$ cat config.mk
export PLATFORM = sky130hd
export DESIGN_NAME = pc_sequencer_flat
export DESIGN_NICKNAME = d
export VERILOG_FILES = /design/src/rtl/pc_sequencer_if.sv /design/src/rtl/pc_sequencer.sv /design/src/flat_wrapper.sv
export SDC_FILE = /design/constraint.sdc
export NUM_CORES = 1
export LEC_CHECK = 0
export ABC_AREA = 1
export ABC_CLOCK_PERIOD_IN_PS = 1600
export CAP_MARGIN = 20
export CORE_MARGIN = 2
export CORE_UTILIZATION = 44
export DETAILED_ROUTE_END_ITERATION = 6
export PLACE_DENSITY = 0.78
export SYNTH_ARGS = -nofsm -noshare
export SYNTH_HDL_FRONTEND = slang
export SYNTH_SLANG_ARGS = --single-unit
$ cat constraint.sdc
create_clock -name clk -period 1.6 [get_ports clk]
set_input_delay 0.32 -clock clk [delete_from_list [all_inputs] [get_ports clk]]
set_output_delay 0.32 -clock clk [all_outputs]
set_load 0.02 [all_outputs]
$ cat src/rtl/pc_sequencer_if.sv
// pc_sequencer_if: groups the sequencer's control inputs and status outputs.
//   master : the controller side. It drives rom_ready, incPC, loadPC,
//            load_addr, halt_req and run, and observes the status.
//   slave  : the sequencer side. It drives pc, phase, fetch_en, exec_en,
//            halted and pc_wrap.
// ADDR_W must match the ADDR_W of the pc_sequencer that uses the interface.
interface pc_sequencer_if #(
  parameter int ADDR_W = 12
);
  logic              rom_ready;
  logic              incPC;
  logic              loadPC;
  logic [ADDR_W-1:0] load_addr;
  logic              halt_req;
  logic              run;
  logic [ADDR_W-1:0] pc;
  logic              phase;
  logic              fetch_en;
  logic              exec_en;
  logic              halted;
  logic              pc_wrap;

  modport master (
    output rom_ready, incPC, loadPC, load_addr, halt_req, run,
    input  pc, phase, fetch_en, exec_en, halted, pc_wrap
  );

  modport slave (
    input  rom_ready, incPC, loadPC, load_addr, halt_req, run,
    output pc, phase, fetch_en, exec_en, halted, pc_wrap
  );
endinterface

$ cat src/rtl/pc_sequencer.sv
// pc_sequencer: program counter and FETCH/WAIT/EXEC/HALT instruction sequencer.
// Ports:
//   clk   - single clock; all state changes happen on its rising edge.
//   reset - asynchronous, active-low reset.
//   bus   - pc_sequencer_if.slave:
//           rom_ready, incPC, loadPC, load_addr, halt_req and run are inputs;
//           pc, phase, fetch_en, exec_en, halted and pc_wrap are outputs.
// Each instruction takes a fetch cycle, plus any ROM wait cycles, followed
// by exactly one execute cycle. pc_wrap is a sticky flag. It records that
// an increment carried out of the top bit of pc.
module pc_sequencer #(
  parameter int                ADDR_W    = 12,
  parameter logic [ADDR_W-1:0] RESET_VEC = '0
) (
  input  logic            clk,
  input  logic            reset,
  pc_sequencer_if.slave   bus
);

  typedef enum logic [1:0] {
    S_FETCH = 2'd0,
    S_WAIT  = 2'd1,
    S_EXEC  = 2'd2,
    S_HALT  = 2'd3
  } state_t;

  state_t            state_q, state_d;
  logic [ADDR_W-1:0] pc_q, pc_d;
  logic              wrap_q, wrap_d;
  logic              fetch_en;
  logic [ADDR_W:0]   pc_inc;

  // Modulo-2^ADDR_W increment. The MSB of the result is the carry out,
  // which is the wrap indication.
  function automatic logic [ADDR_W:0] pc_incr(input logic [ADDR_W-1:0] v);
    return {1'b0, v} + {{ADDR_W{1'b0}}, 1'b1};
  endfunction

  assign pc_inc = pc_incr(pc_q);

  // State register
  always_ff @(posedge clk or negedge reset) begin
    if (!reset) begin
      state_q <= S_FETCH;
      pc_q    <= RESET_VEC;
      wrap_q  <= 1'b0;
    end else begin
      state_q <= state_d;
      pc_q    <= pc_d;
      wrap_q  <= wrap_d;
    end
  end

  // Next-state, pc update and fetch strobe
  always_comb begin
    state_d  = state_q;
    pc_d     = pc_q;
    wrap_d   = wrap_q;
    fetch_en = 1'b0;
    case (state_q)
      S_FETCH, S_WAIT: begin
        if (bus.rom_ready) begin
          // While reset is asserted the state register shows FETCH, but no
          // instruction byte may be captured.
          fetch_en = reset;
          pc_d     = pc_inc[ADDR_W-1:0];
          wrap_d   = wrap_q | pc_inc[ADDR_W];
          state_d  = S_EXEC;
        end else begin
          state_d  = S_WAIT;
        end
      end
      S_EXEC: begin
        // A branch overrides an operand skip. A loaded target never sets
        // the wrap flag.
        if (bus.loadPC) begin
          pc_d = bus.load_addr;
        end else if (bus.incPC) begin
          pc_d   = pc_inc[ADDR_W-1:0];
          wrap_d = wrap_q | pc_inc[ADDR_W];
        end
        state_d = bus.halt_req ? S_HALT : S_FETCH;
      end
      S_HALT: begin
        if (bus.run) state_d = S_FETCH;
      end
      default: state_d = S_FETCH;
    endcase
  end

  // phase, exec_en and halted are decoded from the registered state only,
  // so no input has a combinational path to them.
  assign bus.pc       = pc_q;
  assign bus.phase    = (state_q == S_EXEC);
  assign bus.exec_en  = (state_q == S_EXEC);
  assign bus.halted   = (state_q == S_HALT);
  assign bus.pc_wrap  = wrap_q;
  assign bus.fetch_en = fetch_en;

endmodule

$ cat src/flat_wrapper.sv
// flat-port wrapper written by rule: the top's interface ports become plain ports
module pc_sequencer_flat 
#(
  parameter int                ADDR_W    = 12,
  parameter logic [ADDR_W-1:0] RESET_VEC = '0
)
  (clk, reset, bus_rom_ready, bus_incPC, bus_loadPC, bus_load_addr, bus_halt_req, bus_run, bus_pc, bus_phase, bus_fetch_en, bus_exec_en, bus_halted, bus_pc_wrap);
  pc_sequencer_if #(.ADDR_W(ADDR_W)) bus_i ();
  input  logic clk;
  input  logic reset;
  input wire logic [$bits(bus_i.rom_ready)-1:0] bus_rom_ready;
  input wire logic [$bits(bus_i.incPC)-1:0] bus_incPC;
  input wire logic [$bits(bus_i.loadPC)-1:0] bus_loadPC;
  input wire logic [$bits(bus_i.load_addr)-1:0] bus_load_addr;
  input wire logic [$bits(bus_i.halt_req)-1:0] bus_halt_req;
  input wire logic [$bits(bus_i.run)-1:0] bus_run;
  output wire logic [$bits(bus_i.pc)-1:0] bus_pc;
  output wire logic [$bits(bus_i.phase)-1:0] bus_phase;
  output wire logic [$bits(bus_i.fetch_en)-1:0] bus_fetch_en;
  output wire logic [$bits(bus_i.exec_en)-1:0] bus_exec_en;
  output wire logic [$bits(bus_i.halted)-1:0] bus_halted;
  output wire logic [$bits(bus_i.pc_wrap)-1:0] bus_pc_wrap;
  assign bus_i.rom_ready = bus_rom_ready;
  assign bus_i.incPC = bus_incPC;
  assign bus_i.loadPC = bus_loadPC;
  assign bus_i.load_addr = bus_load_addr;
  assign bus_i.halt_req = bus_halt_req;
  assign bus_i.run = bus_run;
  assign bus_pc = bus_i.pc;
  assign bus_phase = bus_i.phase;
  assign bus_fetch_en = bus_i.fetch_en;
  assign bus_exec_en = bus_i.exec_en;
  assign bus_halted = bus_i.halted;
  assign bus_pc_wrap = bus_i.pc_wrap;
  pc_sequencer #(.ADDR_W(ADDR_W), .RESET_VEC(RESET_VEC)) u_core (.clk(clk), .reset(reset), .bus(bus_i));
endmodule
After elaboration in Yosys (flattened, before gate mapping)
Index checks and enable logic that the tools add are counted.
W data, S select, Z words.
- add/sub/neg operators: 1
- equal/unequal tests: 8
- mux-type cells: 14
- bitwise gates (word level): 1
- reductions and logical operators: 5
- operators with widths (kind ; number):
    $mux W12 ; 3
    $pmux W12 S2 ; 1
    $add A12 B1 Y13 const B ; 1
    $ne A2 B2 Y1 const B ; 4
    $mux W2 ; 3
    $pmux W2 S3 ; 1
    $mux W1 ; 5
    $eq A2 B2 Y1 const B ; 2
    $reduce_and A4 Y1 ; 1
    $ne A3 B3 Y1 const B ; 1
    $reduce_and A3 Y1 ; 1
    $eq A2 B1 Y1 const B ; 1
    $logic_not A2 Y1 ; 1
    $pmux W1 S2 ; 1
    $reduce_bool A2 Y1 ; 1
    $reduce_or A2 Y1 ; 1
    $or A1 B1 Y1 ; 1
- flip-flop bits (word level): 15
- input bits: 19

Depth between registers and ports, before layout
Gate-level depths: netlist (run 1).
- word-level depth: 5
- depth in mapped cells: 9
- depth with buffers taken out: 8

Worst setup path after synthesis (run 1)
OpenSTA, ideal clock, no wires.
- path type: register to register
- start: register u_core.pc_q[3], in the netlist u_core.bus.pc[3]
- end: register u_core.pc_q[6], in the netlist u_core.bus.pc[6]
- library setup time: 0.117 ns
- arrival: 1.213 ns
- setup slack: 0.270 ns
- stages on the path, launching flop included: 8
- buffers on the path: 0
- period minus slack after synthesis: 1.330 ns
- path through: dfrtp_1 nand2_1 nor2_1 nand3_1 o21ai_1 nand2_1 o21ai_1 inv_1
- longest elaborated chain between the ends: 4
- elaborated cells on any way between the ends: 5
- those cells by class: add/sub: 1; mux: 4
- RTL lines (element ; RTL line ; RTL):
    start, declared ; pc_sequencer.sv:28 ; logic [ADDR_W-1:0] pc_q, pc_d;
    start signal, assigned ; pc_sequencer.sv:49 ; pc_q <= pc_d;
    $add A12 B1 Y13 * ; pc_sequencer.sv:36 ; return {1'b0, v} + {{ADDR_W{1'b0}}, 1'b1};
    $mux W12 ; pc_sequencer.sv:78 ; end else if (bus.incPC) begin
    $mux W12 ; pc_sequencer.sv:76 ; if (bus.loadPC) begin
    $pmux W12 S2 * ; pc_sequencer.sv:60 ; case (state_q)
Mark *: on every way between the ends. The rest lies on a longest branch, timed or not. The select of a mux whose other input is x is not followed.
A chain may end at the register's enable or synchronous reset.

Worst setup path after layout (run 1)
- start: register u_core.state_q[1]
- end: output bus_halted
- longest elaborated chain between the ends: 1
- RTL lines (element ; RTL line ; RTL):
    start, declared ; pc_sequencer.sv:27 ; state_t state_q, state_d;
    start signal, assigned ; pc_sequencer.sv:48 ; state_q <= state_d;
    $eq A2 B2 Y1 ; pc_sequencer.sv:96 ; assign bus.halted = (state_q == S_HALT);
    end, declared ; flat_wrapper.sv:21 ; output wire logic [$bits(bus_i.halted)-1:0] bus_halted;
No other way between the ends.

==> results.ini, run 1 <==
[critical_path]
critPathTopFamily=flip-flops
required_ns=1.28
cpPeakStageDelay_ns=0.43
r2r_slack_ns=0.26
crit_type=reg -> out
cp_num_buf_inv=2
cp_cell_sequence=nand2_1 -> inv_1 -> clkdlybuf4s15_1
endpoint_kind=output pin
cp-start-kind=register
arrival_ns=1.15
critPathMaxFanout=5
critical_path.slowest_cell=dfrtp_1

[yosys]
yosysTopAreaCell=dfrtp_1
synth_area_um2=1030
synth_fa_ha_area_share_pct=1.22
synth_nets=169
synth.distinct_cells=26
ys_seq_area_share_pct=36.5
avgSynthCellArea_um2=6.91
synth_compound_area_share_pct=15.1
synth_top_cell_area_share_pct=36.5
synth.area.mux_share_pct=0
yosysWarnings=0
synth_top_family_by_area=simple AND/OR/NAND/NOR gates
synthCells=149
synth-simple-area-share_pct=35.6
synthXorXnorAreaFrac_pct=0
ys_top_cells_by_area=dfrtp_1, nand2_1, inv_1, nand3_1, nor2_1
synth-seq-cells=15

[clocking]
cts_inserted_buffers=3
path_clk_slew_ns=0.09
ctsHtreeMaxLevel=1
cts_sinks=15
ctsRootBufferMaster=clkbuf_4
cts_tree=yes
cts_hold_repair.buffers=0
clk_latency_ns=0.28
cts_buffer_depth=2

[detailed_routing]
wl_per_cell_um=12.1
dr.pass1.iters=4
wirelength_mm=2.67
ant_nets=0
num_vias=1120
via_per_inst=5.07
drt_iter0_markers=21
drc=0

[timing]
hold_violations=0
fin_crit_sh_pct=91.9
clock.fmax_mhz=680
fin_skew_ns=0.000945
finalSetupViolations=0
rsz0062_at_grt=false
tightest_slew_ns=0.300
maxSlewViolCount=0
tns_ns=0
timing.final.crit_period_ns=1.47
slew-limit-headroom_pct=80.0

[floorplanning]
ioPinCount=36
die_y_um=52.4
core_region_area_um2=2210
start_util_pct=46.5
core.rowCount=17
die_area_um2=2740
die_w_um=52.4

[placed_design]
dpl.hpwl_mm=1.99
gp_congestion=0.849
port_buffers=35
placed_cells=217

[layout]
filler_cell_count=201
finalNonFillerCells=221
num_antenna_cells=0
drive_gt1_share_pct=14.0
syn_to_final_growth_pct=41.7
nets=214

[power]
fin_total_pwr_mw=2.65
power.leakage_nw=0.768
pwr_density_cell_nw_per_um2=1820
ir_drop_mv=1.09

[global_route]
grt_use_total_pct=22.3
grt_pass1_wl_mm=4.60
grt_antenna_before_repair=0
grt_overflow_total=0
grt_pass1_vias=1101
grt_start_max_net_pins=19

[hold_path]
holdCritPathClass=in -> async

[run]
maxCapViolations=0

[status]
status=finished, final reports clean

-- through the flow --
stage                     setup slack [ns]  area [um2]  util, %  hold slack (ns)
after floorplan                      0.270        1030        -           0.0244
after global placement              -0.345        1460     65.9            0.460
after detailed placement            -0.328        1460     65.9            0.471
after CTS                          0.00151        1470     66.4            0.208
after global routing                0.0112        1460     66.0            0.207
final                                0.130        1460     66.0            0.208
-- synthesized netlist by cell type, drive strengths merged --
cell / number
nor2: 16
inv: 20
nand3: 11
ha: 1
o211ai: 2
o21bai: 1
nand4: 3
a31oi: 2
nand3b: 1
or2: 3
o21ai: 13
o22ai: 2
nor3: 1
nand2: 46
dfrtp: 15
a21oi: 6
a22oi: 1
buf: 5
-- timing repair --
action                     CTS  global route
gates cloned                 0             0
setup buffers                0             0
resized for setup           22             6
setup endpoints to repair   16             8
-- power breakdown --
group	switching, mW	internal, mW
Sequential	0.217	0.557
Combinational	0.998	0.661
Clock	0.121	0.0969
-- logic make-up after synthesis --
family                   count (synthesis)
AO/OA/AOI/OAI                           27
adder cells (fa/ha/maj)                  1
AND/OR/NAND/NOR                         81
flip-flops                              15
buffers and inverters                   25
-- cell type report --
cell class	count	area, um2	share of cell area, %
Timing Repair Buffer	45	409	28.0
Tap cell	28	35.0	2.40
Sequential cell	15	377	25.8
Inverter	20	75.1	5.15
Multi-Input combinational cell	109	537	36.8
Clock buffer	4	26.3	1.80
-- layout by cell type (no fill, tap or decap), types with 2 or more instances in the layout --
cell type / n
nand4_1: 3
nand2_1: 44
nor2_1: 13
o211ai_1: 2
inv_2: 2
nor2_2: 2
a21oi_1: 6
clkdlybuf4s50_1: 17
clkbuf_2: 2
o22ai_1: 2
dlygate4sd2_1: 13
clkbuf_4: 3
inv_1: 18
or2_2: 2
a31oi_1: 2
o21ai_1: 4
nand3_1: 11
dfrtp_1: 14
o21ai_0: 9
buf_4: 9
-- flip-flops by register name, summed over array words and instances, names as in the netlist --
name,count
u_core.state_q,2
u_core.bus.pc,12
u_core.bus.pc_wrap,1
-- metal layers --
layer	share of wire [%]	track usage (%)	vias up
li1	-	-	566
met1	44	26.2	525
met2	51	41.7	24
met3	4.3	3.14	5
met4	1.0	6.41	0
met5	0	0	-
-- final timing paths --
kind,startpoint,end,cells after the start
worst min-delay path,reset,u_core.bus.pc[11]$_DFFE_PN0P_,2
worst max register to register,u_core.state_q[1]$_DFFE_PN0P_,u_core.bus.pc[0]$_DFFE_PN0P_,6
max in group asynchronous,reset,u_core.state_q[0]$_DFFE_PN0P_,2
min in group clk,u_core.bus.pc_wrap$_DFFE_PN0P_,u_core.bus.pc_wrap$_DFFE_PN0P_,1
worst min register to register,u_core.bus.pc_wrap$_DFFE_PN0P_,u_core.bus.pc_wrap$_DFFE_PN0P_,1
worst max-delay path,u_core.state_q[1]$_DFFE_PN0P_,bus_halted,3
No activity file was read; power rests on OpenSTA's default activity.
==> inputs of run 2 (changes only) <==
ABC_CLOCK_PERIOD_IN_PS = default   (was 1600)
==> results of run 2 <==
Same layout as run 1: the final DEF is identical, and so are final timing and power.
